## src/rtl/serial_out_sequencer.sv

```systemverilog
// serial_out_sequencer: queues words in a small FIFO and feeds them one at a
// time to a serializer as a single frame (start pulse, wait for done, gap).
// Optional feature: define SEQ_TIMEOUT_EN to enable the WAIT watchdog that
// aborts the frame after TIMEOUT_CYC cycles without a serializer done tick.
module serial_out_sequencer #(
  parameter int DATA_BIT    = 16,
  parameter int FIFO_DEPTH  = 4,
  parameter int GAP_CYC     = 2,
  parameter int TIMEOUT_CYC = 4096
) (
  input  logic                          clk,
  input  logic                          rst_n,
  input  logic                          i_wr_valid,
  input  logic [DATA_BIT-1:0]           i_wr_data,
  input  logic                          i_wr_freq,
  output logic                          o_wr_ready,
  input  logic                          i_go,
  input  logic                          i_abort,
  output logic                          o_ser_start,
  output logic                          o_ser_stop,
  output logic [DATA_BIT-1:0]           o_ser_data,
  output logic                          o_ser_sel_freq,
  input  logic                          i_ser_done,
  output logic                          o_busy,
  output logic                          o_frame_done,
  output logic [$clog2(FIFO_DEPTH):0]   o_level,
  output logic                          o_timeout
);

  localparam int AW = $clog2(FIFO_DEPTH);
  localparam int LW = AW + 1;
  localparam int GW = (GAP_CYC > 2) ? $clog2(GAP_CYC) : 1;
  localparam logic [GW-1:0] GAP_LAST = GW'((GAP_CYC > 0) ? GAP_CYC - 1 : 0);

  // Reject configurations the pointer arithmetic cannot support
  if (FIFO_DEPTH < 2 || (FIFO_DEPTH & (FIFO_DEPTH - 1)) != 0 ||
      GAP_CYC < 0 || TIMEOUT_CYC < 1) begin : g_bad_param
    $error("serial_out_sequencer: invalid parameter set");
  end

  typedef enum logic [2:0] {
    ST_IDLE,
    ST_START,
    ST_WAIT,
    ST_GAP,
    ST_DONE
  } state_t;

  state_t              state;
  logic [DATA_BIT:0]   mem [FIFO_DEPTH];
  logic [DATA_BIT:0]   head;
  logic [AW-1:0]       wr_ptr;
  logic [AW-1:0]       rd_ptr;
  logic [GW-1:0]       gap_cnt;
  logic                push;
  logic                pop;
  logic                flush;
  logic                abort_hit;
  logic                timeout_hit;
  logic                seg_end;

`ifdef SEQ_TIMEOUT_EN
  localparam int TW = (TIMEOUT_CYC > 1) ? $clog2(TIMEOUT_CYC) : 1;
  logic [TW-1:0]       wait_cnt;
`endif

  assign o_wr_ready = (o_level != LW'(FIFO_DEPTH));
  assign o_busy     = (state != ST_IDLE);
  assign head       = mem[rd_ptr];

  // Control decode: abort/watchdog flush wins over everything else; a word
  // segment ends at the last GAP cycle, or directly on done when GAP is bypassed
  always_comb begin
    abort_hit   = i_abort && (state == ST_START || state == ST_WAIT || state == ST_GAP);
    timeout_hit = 1'b0;
`ifdef SEQ_TIMEOUT_EN
    timeout_hit = !abort_hit && (state == ST_WAIT) && !i_ser_done &&
                  (wait_cnt == TW'(TIMEOUT_CYC - 1));
`endif
    flush   = abort_hit || timeout_hit;
    seg_end = !flush && (((state == ST_GAP) && (gap_cnt == GAP_LAST)) ||
                         ((GAP_CYC == 0) && (state == ST_WAIT) && i_ser_done));
    pop     = (o_level != '0) && (((state == ST_IDLE) && i_go) || seg_end);
    push    = i_wr_valid && o_wr_ready && !flush;
  end

  // FIFO storage (no reset needed: occupancy gates every read)
  always_ff @(posedge clk) begin
    if (push) mem[wr_ptr] <= {i_wr_freq, i_wr_data};
  end

  // FIFO pointers and occupancy; a flush discards everything queued
  always_ff @(posedge clk or negedge rst_n) begin
    if (!rst_n) begin
      wr_ptr  <= '0;
      rd_ptr  <= '0;
      o_level <= '0;
    end else if (flush) begin
      wr_ptr  <= '0;
      rd_ptr  <= '0;
      o_level <= '0;
    end else begin
      if (push) wr_ptr <= wr_ptr + 1'b1;
      if (pop)  rd_ptr <= rd_ptr + 1'b1;
      case ({push, pop})
        2'b10:   o_level <= o_level + 1'b1;
        2'b01:   o_level <= o_level - 1'b1;
        default: o_level <= o_level;
      endcase
    end
  end

  // Frame sequencer with registered serializer-side outputs
  always_ff @(posedge clk or negedge rst_n) begin
    if (!rst_n) begin
      state          <= ST_IDLE;
      o_ser_data     <= '0;
      o_ser_sel_freq <= 1'b0;
      o_ser_start    <= 1'b0;
      o_ser_stop     <= 1'b0;
      o_frame_done   <= 1'b0;
      gap_cnt        <= '0;
`ifdef SEQ_TIMEOUT_EN
      wait_cnt       <= '0;
      o_timeout      <= 1'b0;
`endif
    end else begin
      o_ser_start  <= 1'b0;
      o_ser_stop   <= 1'b0;
      o_frame_done <= 1'b0;
`ifdef SEQ_TIMEOUT_EN
      o_timeout    <= 1'b0;
`endif
      if (flush) begin
        state      <= ST_IDLE;
        o_ser_stop <= 1'b1;
`ifdef SEQ_TIMEOUT_EN
        o_timeout  <= timeout_hit;
`endif
      end else if (pop) begin
        state          <= ST_START;
        o_ser_data     <= head[DATA_BIT-1:0];
        o_ser_sel_freq <= head[DATA_BIT];
        o_ser_start    <= 1'b1;
      end else if (seg_end) begin
        state        <= ST_DONE;
        o_frame_done <= 1'b1;
      end else begin
        case (state)
          ST_START: begin
            state <= ST_WAIT;
`ifdef SEQ_TIMEOUT_EN
            wait_cnt <= '0;
`endif
          end
          ST_WAIT: begin
            if (i_ser_done) begin
              state   <= ST_GAP;
              gap_cnt <= '0;
            end
`ifdef SEQ_TIMEOUT_EN
            else begin
              wait_cnt <= wait_cnt + 1'b1;
            end
`endif
          end
          ST_GAP:  gap_cnt <= gap_cnt + 1'b1;
          ST_DONE: state   <= ST_IDLE;
          default: state   <= ST_IDLE;
        endcase
      end
    end
  end

`ifndef SEQ_TIMEOUT_EN
  assign o_timeout = 1'b0;
`endif

endmodule
```

## config.mk

```make
export PLATFORM = sky130hd
export DESIGN_NAME = serial_out_sequencer
export DESIGN_NICKNAME = d
export VERILOG_FILES = /design/src/rtl/serial_out_sequencer.sv
export SDC_FILE = /design/constraint.sdc
export NUM_CORES = 1
export LEC_CHECK = 0
export BUFFER_PORTS_ARGS = -buffer_cell sky130_fd_sc_hd__buf_2
export CORE_MARGIN = 3
export CORE_UTILIZATION = 51
export CTS_BUF_LIST = sky130_fd_sc_hd__clkbuf_8 sky130_fd_sc_hd__clkbuf_16
export DETAILED_ROUTE_END_ITERATION = 10
export PLACE_DENSITY = 0.86
export SETUP_SLACK_MARGIN = 0.3
export SYNTH_ARGS = -nofsm -noshare
export SYNTH_HDL_FRONTEND = slang
export SYNTH_SLANG_ARGS = --single-unit
```

## constraint.sdc

```tcl
create_clock -name clk -period 2.3 [get_ports clk]
set_clock_uncertainty 0.2 [all_clocks]
set_input_delay 0.345 -clock clk [delete_from_list [all_inputs] [get_ports clk]]
set_output_delay 0.345 -clock clk [all_outputs]
set_load 0.05 [all_outputs]
```

-- Word-level counts from Yosys, hierarchy flattened
Memory sizes are Yosys's and may differ from the RTL's. A register that Yosys moved wholly into a read port is not among the register bits.
Cells that the tools add are included.
- $add $sub $neg: 5
- equality and inequality tests: 9
- mux-type cells: 21
- bitwise operators: 3
- reductions and logical operators: 22
- operator list (operator ; number):
    two-way mux 3 bit ; 5
    two-way mux 1 bit ; 9
    one-hot mux 3 bit (3 select lines) ; 1
    nonzero test 3 bit ; 3
    two-way mux 2 bit ; 4
    logical AND 1 bit ; 7
    == test 3 x 2 -> 1 bit, second input constant ; 2
    one-hot mux 3 bit (2 select lines) ; 1
    nonzero test 2 bit ; 3
    != test 5 bit, second input constant ; 1
    AND reduction 5 bit ; 1
    adder 2 x 1 -> 2 bit, second input constant ; 2
    != test 4 bit, second input constant ; 1
    AND reduction 2 bit ; 2
    adder 3 x 1 -> 3 bit, second input constant ; 1
    == test 3 x 1 -> 1 bit, second input constant ; 1
    logical NOT 3 bit ; 1
    logical OR 1 bit ; 3
    != test 3 bit, second input constant ; 1
    NOT 1 bit ; 3
    subtractor 3 x 1 -> 3 bit, second input constant ; 1
    == test 2 x 1 -> 1 bit, second input constant ; 1
    == test 2 bit, second input constant ; 1
    logical NOT 1 bit ; 2
    other kinds (3) ; 3
- register bits after elaboration: 14
- bits in writable memories: 68
- bits of input ports: 23
- output and inout port bits: 26
- logic and storage cells: 69
- memories: 1
- memory list (name ; depth ; width ; rd ports ; clocked after memory_dff ; write ports ; line ; RTL):
    mem ; 4 ; 17 ; 1 ; 1 ; 1 ; 50 ; logic [DATA_BIT:0] mem [FIFO_DEPTH];

-- Depth between registers and ports, before layout
- word-level depth: 11
- gate-level depth with buffers: 8
- depth with buffers taken out: 7

-- Worst setup path after synthesis
No wires, ideal clock.
- kind: flip-flop to flip-flop
- start: register o_level[0]
- end: register o_level[2]
- setup time: 70 ps
- data arrival time: 2817 ps
- data required time: 2030 ps
- setup slack: -787 ps
- cell stages (with the launch flop): 9
- buffers on the path: 1
- clock period less this slack: 3087 ps
- path through: dfrtp_1 > or3b_2 > and2_1 > clkbuf_1 > nor2_1 > fa_1 > or2_2 > mux4_2 > nor2_2
- longest elaborated chain between the ends: 6
- elaborated cells between the ends (all ways): 12
- those cells by class: add/sub (2); eq/ne (3); mux (2); reduce/logical (5)
- RTL lines (item ; line ; RTL):
    start, declared ; 26 ; output logic [$clog2(FIFO_DEPTH):0] o_level,
    start signal, assigned ; 106 ; 2'b10: o_level <= o_level + 1'b1;
    start signal, assigned ; 107 ; 2'b01: o_level <= o_level - 1'b1;
    start signal, assigned ; 108 ; default: o_level <= o_level;
    != test 3 bit * ; 67 ; assign o_wr_ready = (o_level != LW'(FIFO_DEPTH));
    named net o_wr_ready ; 16 ; output logic o_wr_ready,
    logical AND 1 bit * (2 in series) ; 84 ; push = i_wr_valid && o_wr_ready && !flush;
    == test 2 x 1 -> 1 bit or == test 2 bit (tied branches) ; 105 ; case ({push, pop})
    one-hot mux 3 bit (2 select lines) ; 105 ;
    two-way mux 3 bit ; 98 ; end else if (flush) begin
The timed path passes the listed nets; every way through them passes the cells marked *.
A chain may end at the register's enable or synchronous reset.

-- Worst setup path in the final report
- start: register o_level[0]
- end: register o_level[2]
- longest elaborated chain between the ends: 6
- elaborated cells between the ends (all ways): 12
- those cells by class: add/sub (2); eq/ne (3); mux (2); reduce/logical (5)
- RTL lines (item ; line):
    != test 3 bit ; 67
    logical AND 1 bit (2 in series) ; 84
    == test 2 x 1 -> 1 bit or == test 2 bit (tied branches) ; 105
    one-hot mux 3 bit (2 select lines) ; 105
    two-way mux 3 bit ; 98
Parallel ways exist; a longest one is shown, timed or not.

==> results.sh <==
export IMPL_status="complete, no violations"
export IMPL_tightest_slew_ns=0.836
export IMPL_core_area_sq_um=7290
export IMPL_nNetsFinal=313
export IMPL_syn_inst=205
export IMPL_antenna_found_initial=0
export IMPL_synth_top_area_frac=0.527
export IMPL_routed_wl_mm=7.16
export IMPL_drc_errors=0
export IMPL_vias_per_cell=5.39
export IMPL_area_delta_synth_final_pct=24.3
export IMPL_irDropWorstVdd_mv=0.488
export IMPL_cp_arrival_ns=2.37
export IMPL_finalHoldViolCount=0
export IMPL_drtPass1Iterations=4
export IMPL_most_common_layout_cells="68 x edfxtp_1, 45 x buf_2, 28 x dfrtp_1, 19 x dlygate4sd3_1, 18 x mux4_2"
export IMPL_worstPathMaxFanout=4
export IMPL_root_buffer="clkbuf_8"
export IMPL_stdcell_count=389
export IMPL_cp_end_kind="flop"
export IMPL_cp_required_ns=2.39
export IMPL_grt_use_total=0.180
export IMPL_layout_drive_gt1_share=0.448
export IMPL_yosys_top_cells_area="edfxtp_1 53%, dfrtp_1 20%, mux4_2 10%"
export IMPL_fin_crit_sh=0.993
export IMPL_leakage_nw=1.87
export IMPL_drv_cap=0
export IMPL_slew_viol_final=0
export IMPL_fillers=523
export IMPL_clock_path_buffers=2
export IMPL_maxSlewHeadroom=0.442
export IMPL_r2r_start="o_level[0]$_DFFE_PN0P_"
export IMPL_synth_flop_cell="edfxtp_1"
export IMPL_synth_edff_count=68
export IMPL_htreeDepth=3
export IMPL_startpoint="o_level[0]$_DFFE_PN0P_"
export IMPL_cts_sinks=99
export IMPL_yosys_area_top_type="edfxtp_1"
export IMPL_grt_pass1_wl_mm=11.5
export IMPL_crit_type="reg2reg"
export IMPL_startpoint_type="flop"
export IMPL_initial_core_util=0.531
export IMPL_async_flop_share=0.313
export IMPL_dieArea_sq_um=8670
export IMPL_yosys_warnings=0
export IMPL_hp_class="in2reg"
export IMPL_gp_congestion=0.722
export IMPL_die_y_um=93.1
export IMPL_path_clk_slew_ns=0.09
export IMPL_drt_iter0_drc=110
export IMPL_p_per_area_nw_per_um2=1340
export IMPL_yosys_cell_types_count=33
export IMPL_layout_min_cycle_time_ns=2.28
export IMPL_via_count=2097
export IMPL_die_w_um=93.1
export IMPL_synth_net_count=233
export IMPL_dp_cells=352
export IMPL_avgSynthCellArea_sq_um=18.9
export IMPL_place_area_sq_um=4350
export IMPL_hold_start="i_ser_done"
export IMPL_clock_latency_ns=0.35
export IMPL_grt_pass1_vias=2263
export IMPL_diodes=0
export IMPL_grt_max_degree=32
export IMPL_cts_tree="done"
export IMPL_dp_hpwl_mm=4.34
export IMPL_finalSetupViolCount=0
export IMPL_cts_buffers=9
export IMPL_ant_nets=0
export IMPL_synth_yosys_seq_area_share=0.728
export IMPL_routedWlPerCell_um=18.4
export IMPL_finalInstanceArea_sq_um=4810
export IMPL_num_rows=31
export IMPL_whs_ns=0.128
export IMPL_syn_area_sq_um=3870
export IMPL_io_buffers=47
export IMPL_rsz0062_at_grt="true"
export IMPL_num_io_pins=49
export IMPL_fmax_ghz=0.438
export IMPL_final_setup_tns_ns=0
export IMPL_final_common_cell="edfxtp_1"
export IMPL_ys_ff_latch=99
export IMPL_grt_overflow_total=0
-- layout make-up --
class                   instances  area, sq um  share of cell area
flip-flops and latches         99         2820               0.586
multi-input cells              89         1040               0.217
repair buffers                 80          601               0.125
clock buffers                  10          138              0.0286
well taps                      99          124              0.0257
clock inverters                 6         56.3              0.0117
inverters                       6         27.5             0.00572
-- registers in the layout (all words and copies together), names as in the netlist --
name / flops
o_ser_sel_freq: 1
mem: 68
o_level: 3
o_frame_done: 1
wr_ptr: 2
rd_ptr: 2
o_ser_data: 16
state: 3
o_ser_stop: 1
gap_cnt: 1
o_ser_start: 1
-- critical path, stage by stage (launching register included) --
cell	delay, ns
dfrtp_2	0.42
buf_6	0.12
or3b_4	0.40
and2_4	0.16
nor2_4	0.10
fa_2	0.23
a21oi_1	0.04
mux4_2	0.46
nor2_2	0.08
-- cell usage after synthesis (2+ instances only) --
cell / n
xnor2_1: 3
or3_1: 2
ha_1: 4
mux2i_1: 4
nand2_1: 5
inv_1: 5
nor2_1: 7
a31oi_1: 2
dfrtp_1: 31
buf_4: 2
buf_2: 3
mux4_2: 18
o21ai_0: 3
nor3_1: 3
and3_1: 5
or3b_2: 2
clkbuf_1: 4
edfxtp_1: 68
buf_6: 2
a21oi_1: 3
mux2_2: 17
-- cells by family after synthesis --
logic type	share of synthesized area
DFF	0.728
AOI/OAI and AO/OA	0.0132
muxes	0.165
other	0.000969
adders and majority gates	0.0181
xor gates and xnor gates	0.00679
and+or+nand+nor	0.0453
buffers and inverters	0.0233
-- routing by layer --
metal / wire length, um / GRT usage / up-vias
li1: - / - / 951
met3: 346 / 0.0451 / 13
met2: 3750 / 0.300 / 62
met5: 0 / 0 / -
met1: 2930 / 0.225 / 1071
met4: 144 / 0.0794 / 0
-- through the flow --
stage                util  worst slack, ns  total power [mW]
global route        0.660          -0.0720              6.77
detailed placement  0.597          -0.0650              5.25
CTS                 0.658           0.0136              6.49
floorplan               -           -0.368              4.57
global placement    0.597          -0.0229              5.13
finish              0.660           0.0151              6.45
-- worst paths after layout --
check | end | slack, ns | cells past startpoint
worst max register to register | o_level[2]$_DFFE_PN0P_ | 0.02 | 8
min in group asynchronous | o_level[2]$_DFFE_PN0P_ | 0.38 | 2
worst min-delay path | state[0]$_DFFE_PN0P_ | 0.13 | 3
max in group asynchronous | o_level[0]$_DFFE_PN0P_ | 0.99 | 2
worst max-delay path | o_level[2]$_DFFE_PN0P_ | 0.02 | 8
worst min register to register | o_ser_data[1]$_DFFE_PN0P_ | 0.31 | 1
-- power breakdown --
part	switching, mW	total, mW	internal [mW]
registers	0.237	2.62	2.38
logic	1.57	2.74	1.17
clock network	0.569	1.09	0.526
-- repair_timing --
action | in CTS | in global routing
buffers inserted | 1 | 0
hold buffers | 19 | 0
hold endpoints to repair | 98 | 0
cloned | 1 | 0
gates resized for setup | 7 | 5
setup endpoints to repair | 92 | 92
pin swaps | 4 | 0
No activity file was read; power rests on OpenSTA's default activity.
